File: src/rtl/sha256_job_scheduler_if.sv
// sha256_job_scheduler_if: job, completion and engine-control signals of the scheduler
// job_*  : descriptor offer (valid/ready) carrying message addr, output addr, tag
// cmp_*  : completion record (valid/ready) carrying tag and start-timeout error
// core_* : engine start pulse, engine addresses, engine level done (high = idle)
interface sha256_job_scheduler_if #(parameter int TAG_W = 4);
  logic job_valid;
  logic job_ready;
  logic [15:0] job_message_addr;
  logic [15:0] job_output_addr;
  logic [TAG_W-1:0] job_tag;
  logic cmp_valid;
  logic cmp_ready;
  logic [TAG_W-1:0] cmp_tag;
  logic cmp_error;
  logic core_start;
  logic [15:0] core_message_addr;
  logic [15:0] core_output_addr;
  logic core_done;
  modport master (
    output job_valid, job_message_addr, job_output_addr, job_tag, cmp_ready, core_done,
    input job_ready, cmp_valid, cmp_tag, cmp_error, core_start, core_message_addr, core_output_addr
  );
  modport slave (
    input job_valid, job_message_addr, job_output_addr, job_tag, cmp_ready, core_done,
    output job_ready, cmp_valid, cmp_tag, cmp_error, core_start, core_message_addr, core_output_addr
  );
endinterface

File: src/rtl/sha256_job_scheduler.sv
// sha256_job_scheduler: queues hash descriptors and runs them one at a time on a single sha256 engine
// clk, reset      : clock, synchronous active-high reset
// bus (slave)     : job offer in, completion record out, engine start/addresses out, engine done in
// busy            : scheduler is not idle
// queue_count     : descriptors waiting in the queue
// jobs_completed  : completion handshakes since reset (wraps)
module sha256_job_scheduler #(
  parameter int FIFO_DEPTH    = 4,
  parameter int TAG_W         = 4,
  parameter int START_TIMEOUT = 16
) (
  input  logic clk,
  input  logic reset,
  sha256_job_scheduler_if.slave bus,
  output logic busy,
  output logic [$clog2(FIFO_DEPTH):0] queue_count,
  output logic [15:0] jobs_completed
);
  localparam int PW = $clog2(FIFO_DEPTH);
  localparam int CW = PW + 1;
  localparam int TW = $clog2(START_TIMEOUT + 1);
  localparam logic [TW-1:0] TMAX = TW'(START_TIMEOUT - 1);
  typedef enum logic [2:0] {IDLE, LAUNCH, WAIT_BUSY, WAIT_DONE, REPORT} state_t;
  state_t state;
  logic [15:0] msg_q [FIFO_DEPTH];
  logic [15:0] out_q [FIFO_DEPTH];
  logic [TAG_W-1:0] tag_q [FIFO_DEPTH];
  logic [PW-1:0] wr_ptr, rd_ptr;
  logic [TAG_W-1:0] job_tag_r;
  logic [TW-1:0] cnt;
  logic push, pop;
  assign bus.job_ready = queue_count < CW'(FIFO_DEPTH);
  assign push = bus.job_valid && bus.job_ready;
  assign pop = (state == IDLE) && (queue_count != '0) && bus.core_done;
  assign busy = state != IDLE;
  always_ff @(posedge clk) begin
    if (push) begin
      msg_q[wr_ptr] <= bus.job_message_addr;
      out_q[wr_ptr] <= bus.job_output_addr;
      tag_q[wr_ptr] <= bus.job_tag;
    end
  end
  always_ff @(posedge clk) begin
    if (reset) begin
      state <= IDLE;
      wr_ptr <= '0;
      rd_ptr <= '0;
      queue_count <= '0;
      job_tag_r <= '0;
      cnt <= '0;
      bus.core_start <= 1'b0;
      bus.core_message_addr <= '0;
      bus.core_output_addr <= '0;
      bus.cmp_valid <= 1'b0;
      bus.cmp_error <= 1'b0;
      bus.cmp_tag <= '0;
      jobs_completed <= '0;
    end else begin
      if (push) wr_ptr <= wr_ptr + PW'(1);
      if (pop) rd_ptr <= rd_ptr + PW'(1);
      queue_count <= queue_count + CW'(push) - CW'(pop);
      case (state)
        IDLE: if (pop) begin
          bus.core_message_addr <= msg_q[rd_ptr];
          bus.core_output_addr <= out_q[rd_ptr];
          job_tag_r <= tag_q[rd_ptr];
          bus.core_start <= 1'b1;
          state <= LAUNCH;
        end
        LAUNCH: begin
          bus.core_start <= 1'b0;
          cnt <= '0;
          state <= WAIT_BUSY;
        end
        WAIT_BUSY: if (!bus.core_done) state <= WAIT_DONE;
        else if (cnt == TMAX) begin
          bus.cmp_error <= 1'b1;
          bus.cmp_valid <= 1'b1;
          bus.cmp_tag <= job_tag_r;
          state <= REPORT;
        end else cnt <= cnt + TW'(1);
        WAIT_DONE: if (bus.core_done) begin
          bus.cmp_error <= 1'b0;
          bus.cmp_valid <= 1'b1;
          bus.cmp_tag <= job_tag_r;
          state <= REPORT;
        end
        REPORT: if (bus.cmp_ready) begin
          bus.cmp_valid <= 1'b0;
          jobs_completed <= jobs_completed + 16'd1;
          state <= IDLE;
        end
        default: state <= IDLE;
      endcase
    end
  end
endmodule

File: src/flat_wrapper.sv
// flat-port wrapper written by rule: the top's interface ports become plain ports
module sha256_job_scheduler_flat 
#(
  parameter int FIFO_DEPTH    = 4,
  parameter int TAG_W         = 4,
  parameter int START_TIMEOUT = 16
)
  (clk, reset, busy, queue_count, jobs_completed, bus_job_valid, bus_job_message_addr, bus_job_output_addr, bus_job_tag, bus_cmp_ready, bus_core_done, bus_job_ready, bus_cmp_valid, bus_cmp_tag, bus_cmp_error, bus_core_start, bus_core_message_addr, bus_core_output_addr);
  sha256_job_scheduler_if #(.TAG_W(TAG_W)) bus_i ();
  input  logic clk;
  input  logic reset;
  output logic busy;
  output logic [$clog2(FIFO_DEPTH):0] queue_count;
  output logic [15:0] jobs_completed;
  input wire logic [$bits(bus_i.job_valid)-1:0] bus_job_valid;
  input wire logic [$bits(bus_i.job_message_addr)-1:0] bus_job_message_addr;
  input wire logic [$bits(bus_i.job_output_addr)-1:0] bus_job_output_addr;
  input wire logic [$bits(bus_i.job_tag)-1:0] bus_job_tag;
  input wire logic [$bits(bus_i.cmp_ready)-1:0] bus_cmp_ready;
  input wire logic [$bits(bus_i.core_done)-1:0] bus_core_done;
  output wire logic [$bits(bus_i.job_ready)-1:0] bus_job_ready;
  output wire logic [$bits(bus_i.cmp_valid)-1:0] bus_cmp_valid;
  output wire logic [$bits(bus_i.cmp_tag)-1:0] bus_cmp_tag;
  output wire logic [$bits(bus_i.cmp_error)-1:0] bus_cmp_error;
  output wire logic [$bits(bus_i.core_start)-1:0] bus_core_start;
  output wire logic [$bits(bus_i.core_message_addr)-1:0] bus_core_message_addr;
  output wire logic [$bits(bus_i.core_output_addr)-1:0] bus_core_output_addr;
  assign bus_i.job_valid = bus_job_valid;
  assign bus_i.job_message_addr = bus_job_message_addr;
  assign bus_i.job_output_addr = bus_job_output_addr;
  assign bus_i.job_tag = bus_job_tag;
  assign bus_i.cmp_ready = bus_cmp_ready;
  assign bus_i.core_done = bus_core_done;
  assign bus_job_ready = bus_i.job_ready;
  assign bus_cmp_valid = bus_i.cmp_valid;
  assign bus_cmp_tag = bus_i.cmp_tag;
  assign bus_cmp_error = bus_i.cmp_error;
  assign bus_core_start = bus_i.core_start;
  assign bus_core_message_addr = bus_i.core_message_addr;
  assign bus_core_output_addr = bus_i.core_output_addr;
  sha256_job_scheduler #(.FIFO_DEPTH(FIFO_DEPTH), .TAG_W(TAG_W), .START_TIMEOUT(START_TIMEOUT)) u_core (.clk(clk), .reset(reset), .bus(bus_i), .busy(busy), .queue_count(queue_count), .jobs_completed(jobs_completed));
endmodule
File: config.mk
export PLATFORM = sky130hd
export DESIGN_NAME = sha256_job_scheduler_flat
export DESIGN_NICKNAME = d
export VERILOG_FILES = /design/src/rtl/sha256_job_scheduler_if.sv /design/src/rtl/sha256_job_scheduler.sv /design/src/flat_wrapper.sv
export SDC_FILE = /design/constraint.sdc
export NUM_CORES = 1
export LEC_CHECK = 0
export ABC_AREA = 1
export CAP_MARGIN = 30
export CORE_ASPECT_RATIO = 1.2
export CORE_MARGIN = 10
export CORE_UTILIZATION = 29
export CTS_CLUSTER_SIZE = 28
export DETAILED_ROUTE_END_ITERATION = 12
export PLACE_DENSITY_LB_ADDON = 0.3
export RECOVER_POWER = 50
export SYNTH_ARGS = -nofsm -noshare
export SYNTH_HDL_FRONTEND = slang
export SYNTH_SLANG_ARGS = --single-unit
File: constraint.sdc
create_clock -name clk -period 3.6 [get_ports clk]
set_clock_uncertainty 0.05 [all_clocks]
set_input_delay 0.72 -clock clk [delete_from_list [all_inputs] [get_ports clk]]
set_output_delay 0.72 -clock clk [all_outputs]
set_load 0.01 [all_outputs]
# == Yosys cells after proc, flatten, opt, wreduce, memory -nomap -nowiden ==
# Memories as Yosys holds them, arrays and structs flattened. A register that Yosys moved wholly into a read port is not among the register bits.
# Cells that the tools add are included.
# totals
in_bits,41
memories,3
regBits,38
ramBits,144
word_cells,73
out_inout_bits,60
# classes
order_cmp,1
mux,24
eq_ne,12
reduce_logical,17
addsub,6
# mem_list
name,words,width,rd,rd_ports_with_merged_regs,wr,line_no,rtl
u_core.msg_q,4,16,1,1,1,sha256_job_scheduler.sv:25,logic [15:0] msg_q [FIFO_DEPTH];
u_core.out_q,4,16,1,1,1,sha256_job_scheduler.sv:26,logic [15:0] out_q [FIFO_DEPTH];
u_core.tag_q,4,4,1,1,1,sha256_job_scheduler.sv:27,logic [TAG_W-1:0] tag_q [FIFO_DEPTH];
# op_table
op,n
16-bit by 1-bit adder with 16-bit output (second input constant),1
3-bit 2-to-1 mux,5
3-bit one-hot mux with 5 select lines,1
4-bit 2-to-1 mux,3
5-bit 2-to-1 mux,2
5-bit one-hot mux with 2 select lines,1
3-bit nonzero test,3
1-bit 2-to-1 mux,8
2-bit inequality test (second input constant),4
4-bit one-hot mux with 2 select lines,1
4-bit AND reduction,2
3-bit by 2-bit == test with 1-bit output (second input constant),2
2-bit AND reduction,3
2-bit nonzero test,3
5-bit by 1-bit adder with 5-bit output (second input constant),1
5-bit by 4-bit == test with 1-bit output (second input constant),1
5-bit AND reduction,1
2-bit by 1-bit adder with 2-bit output (second input constant),2
2-bit by 1-bit inequality test with 1-bit output (second input constant),2
1-bit one-hot mux with 2 select lines,2
3-bit by 1-bit adder with 3-bit output,1
3-bit by 1-bit == test with 1-bit output (second input constant),1
3-bit == test (second input constant),1
1-bit logical AND,3
other kinds (6),6

# == Logic depth before layout (Yosys ltp) ==
# depth
depth_word,5
depth_mapped,14

# == Worst setup path after synthesis ==
# No wires, ideal clock.
# synth_timing
kind,input to register
from,input port bus_job_valid
to,memory u_core.msg_q[0][0] (enable)
path_stages,2
required_ns,3.121
t_arrival_ns,2.408
slack_ns,0.713
setup_ns,0.429
n_path_buf,0
cell_sequence,nand2_1 -> nor2_1
# synth_via
elab_chain_len,3
# synth_lines
element,line_no,rtl
start: declaration,flat_wrapper.sv:15,input wire logic [$bits(bus_i.job_valid)-1:0] bus_job_valid;
1-bit logical AND,sha256_job_scheduler.sv:33,assign push = bus.job_valid && bus.job_ready;
1-bit 2-to-1 mux,sha256_job_scheduler.sv:37,if (push) begin
1-bit 2-to-1 mux (implied by the code),sha256_job_scheduler.sv:38,msg_q[wr_ptr] <= bus.job_message_addr;
end: declaration,sha256_job_scheduler.sv:25,
# Every way passes these cells.

==> results.ini <==
[critical_path]
cp_slowest_cell=sky130_fd_sc_hd__clkbuf_1
worstPathCellList=dlygate4sd3_1 -> inv_1 -> clkbuf_1 -> o21ai_0 -> a31oi_1
cpPeakStageDelay_ps=890
cp_data_required_time_ps=3990
worst-path-max-fanout=25
setup.worst_path.end_class=flip-flop
timing.critical_path.from_type=primary input
timing.setup.critical_path_class=in2reg
crit_arrival_ps=3050

[clock_tree]
cts_root_buffer=sky130_fd_sc_hd__clkbuf_16
cts-root-to-sink-buffers=3
cts_inserted_buffers=24
cts.repair_timing.setup_buffer_count=0
cts.hold.buffers_added=0
cts_resized=0
worst_setup_hold_path_clk_slew_ps=60
tritoncts=yes
cts-htree-levels=1
tritoncts_num_sinks=218
clock_insertion_delay_worst_skew_ps=510

[layout]
final_layout_size_suffix_gt1_share_pct=6.55
final_common_cell=sky130_fd_sc_hd__nor2_1
growth_of_design_area_from_synthesis_to_finish_pct=26.5
mostFrequentLayoutCells=196 x sky130_fd_sc_hd__nor2_1, 144 x sky130_fd_sc_hd__edfxtp_1, 115 x sky130_fd_sc_hd__o21ai_0
filler_cell_count=2895
final_net_count=934

[global_routing]
grt_pass1_vias=5882
grtUsageMet1_pct=12.9
wire_length_of_the_first_global_routing_pass_mm=31.7
pin_count_of_the_biggest_net_entering_global_routing=75
antenna_found_initial=7
grt.total_usage_pct=10.8
grtUsageMet3_pct=3.18
grt_busiest_layer=met2
grt_remaining_overflow=0
grtUsageMet2_pct=18.3

[floorplan]
dieHeight_um=207
placeableCoreArea_um2=28800
ioPinCount=101
core.rowCount=68
floorplan.initialDensity_pct=29.4
die_area_um2=36500
chipWidth_um=176

[logic_synthesis]
synth_fp_nets=836
synthesis.yosys.warnings=0
post-synth-top-area-cell=sky130_fd_sc_hd__edfxtp_1
synth_sequential_area_ratio_pct=68.6
syn_area_um2=8470
syn_inst=785
ys_ff_latch=218
syn_avg_cell_area_um2=10.8
ys_types=32
yosys-top-cells-area=sky130_fd_sc_hd__edfxtp_1 51%, sky130_fd_sc_hd__dfxtp_1 17%, sky130_fd_sc_hd__nor2_1 8.6%
synth_largest_type_area_fraction_pct=51.1

[outcome]
violations_in_the_final_reports=capacitance limit, slew limit
result_of_the_run=finished with violations

[flow_run]
max_cap_violations=1

[timing]
worst_hold_slack_ps=407
slew-limit-headroom_pct=-0.796
timing_max_transition_violations_final=38
tns_ps=0
setup_violations=0
fmax_mhz=375
finalHoldViolations=0
timing_worst_slew_pin_value_ps=1510
post-route-period-util_pct=74.0
timing.final.crit_period_ps=2660
rsz0062_at_grt=false

[routing]
post-route-drc-count=0
drt_pre_antenna_iters=5
iter_0_drt_violations=264
routed_wire_length_per_instance_um=15.6
via_count=5782
routed_wl_mm=20.2
route.antenna.remaining_nets=0
detail_route.vias_per_cell=4.49

[placed_design]
final_gp_congestion=0.807
dp_hpwl_mm=12.1
place.port_buffers=100

[pwr]
p_leak_nw=3.72
power_density_nw_per_um2=691
vdd_ir_drop_max_v=0.000403

[worst_hold_path]
hp-class=reg2reg

-- stage by stage --
step	utilization [%]	power [mW]	instance area, um^2	std cells	setup slack [ps]
after detailed placement	34.6	5.01	9950	1242	703
after global routing	37.2	7.84	10700	1287	713
after floorplan	-	4.25	8470	785	713
final	37.2	7.40	10700	1288	937
after global placement	34.5	4.97	9930	1241	712
after CTS	37.4	7.55	10800	1286	1090
-- metal layers --
layer,up-vias,part of all wire [%]
li1,2918,-
met1,2677,44
met2,135,48
met3,44,6.5
met4,8,2.0
met5,-,0.26
-- logic make-up (layout without fill, tap and decap cells) --
family | after synthesis | after routing | synth area share (%)
AO/OA/AOI/OAI | 186 | 186 | 11.7
XOR/XNOR | 1 | 1 | 0.103
adder cells (fa/ha/maj) | 10 | 10 | 1.57
buffers and inverters | 88 | 204 | 4.48
flip-flops | 218 | 218 | 68.6
other | 0 | 2 | 0
AND/OR/NAND/NOR | 282 | 282 | 13.6
-- worst max-delay path: cells and delay by family --
family / cells / cell delay, ps
buffers and inverters: 3 / 1880
AO/OA/AOI/OAI: 2 / 430
-- layout make-up --
| class | count | area [um^2] | share of cell area [%] |
|---|---|---|---|
| Antenna cell | 2 | 5.00 | 0.0467 |
| Clock buffer | 33 | 686 | 6.40 |
| Clock inverter | 11 | 130 | 1.22 |
| Inverter | 49 | 184 | 1.72 |
| Multi-Input combinational cell | 479 | 2250 | 21.1 |
| Sequential cell | 218 | 5810 | 54.3 |
| Tap cell | 385 | 482 | 4.50 |
| Timing Repair Buffer | 111 | 1150 | 10.8 |
-- cell usage after synthesis --
cell	instances
sky130_fd_sc_hd__buf_6	4
sky130_fd_sc_hd__and3_1	1
sky130_fd_sc_hd__nand3_2	1
sky130_fd_sc_hd__nand2_2	4
sky130_fd_sc_hd__nand3b_1	1
sky130_fd_sc_hd__nor3_1	7
sky130_fd_sc_hd__ha_1	9
sky130_fd_sc_hd__nor2_8	1
sky130_fd_sc_hd__xor2_1	1
sky130_fd_sc_hd__a31oi_1	36
sky130_fd_sc_hd__fa_1	1
sky130_fd_sc_hd__buf_1	6
sky130_fd_sc_hd__dfxtp_1	74
sky130_fd_sc_hd__inv_1	42
sky130_fd_sc_hd__a211oi_1	1
sky130_fd_sc_hd__buf_2	15
sky130_fd_sc_hd__nor2_1	194
sky130_fd_sc_hd__a21oi_1	20
sky130_fd_sc_hd__edfxtp_1	144
sky130_fd_sc_hd__clkbuf_1	14
sky130_fd_sc_hd__o21bai_1	1
sky130_fd_sc_hd__nor2_4	1
sky130_fd_sc_hd__nor3b_1	2
sky130_fd_sc_hd__inv_2	7
sky130_fd_sc_hd__nand2_1	52
sky130_fd_sc_hd__o21ai_0	114
sky130_fd_sc_hd__o211ai_1	1
sky130_fd_sc_hd__nand3_1	11
sky130_fd_sc_hd__nand4_1	4
sky130_fd_sc_hd__o21ai_1	12
sky130_fd_sc_hd__a41oi_1	1
sky130_fd_sc_hd__nor2_2	3
-- state kept, by name, indices dropped and copies added, names as in the netlist, 4 cells and up --
register                      flops
u_core.tag_q                     16
u_core.bus.core_output_addr      16
u_core.jobs_completed            16
u_core.bus.cmp_tag                4
u_core.cnt                        5
u_core.msg_q                     64
u_core.bus.core_message_addr     16
u_core.job_tag_r                  4
u_core.out_q                     64
-- where the power goes --
group	internal, mW	total (mW)	switching (mW)	leakage (nW)
Combinational	0.667	1.67	1.01	1.39
Clock	1.54	2.51	0.964	0.401
Sequential	3.05	3.22	0.169	1.92
-- worst paths after layout --
check	cells after the start	endpoint	start	slack, ps
max	5	u_core.bus.core_message_addr[9]	reset	940
min reg2reg	2	u_core.bus.cmp_valid	u_core.bus.cmp_valid	410
min	2	u_core.bus.cmp_valid	u_core.bus.cmp_valid	410
max reg2reg	4	u_core.out_q[1][4]	u_core.queue_count[2]	1300
No activity file was read; power rests on OpenSTA's default activity.
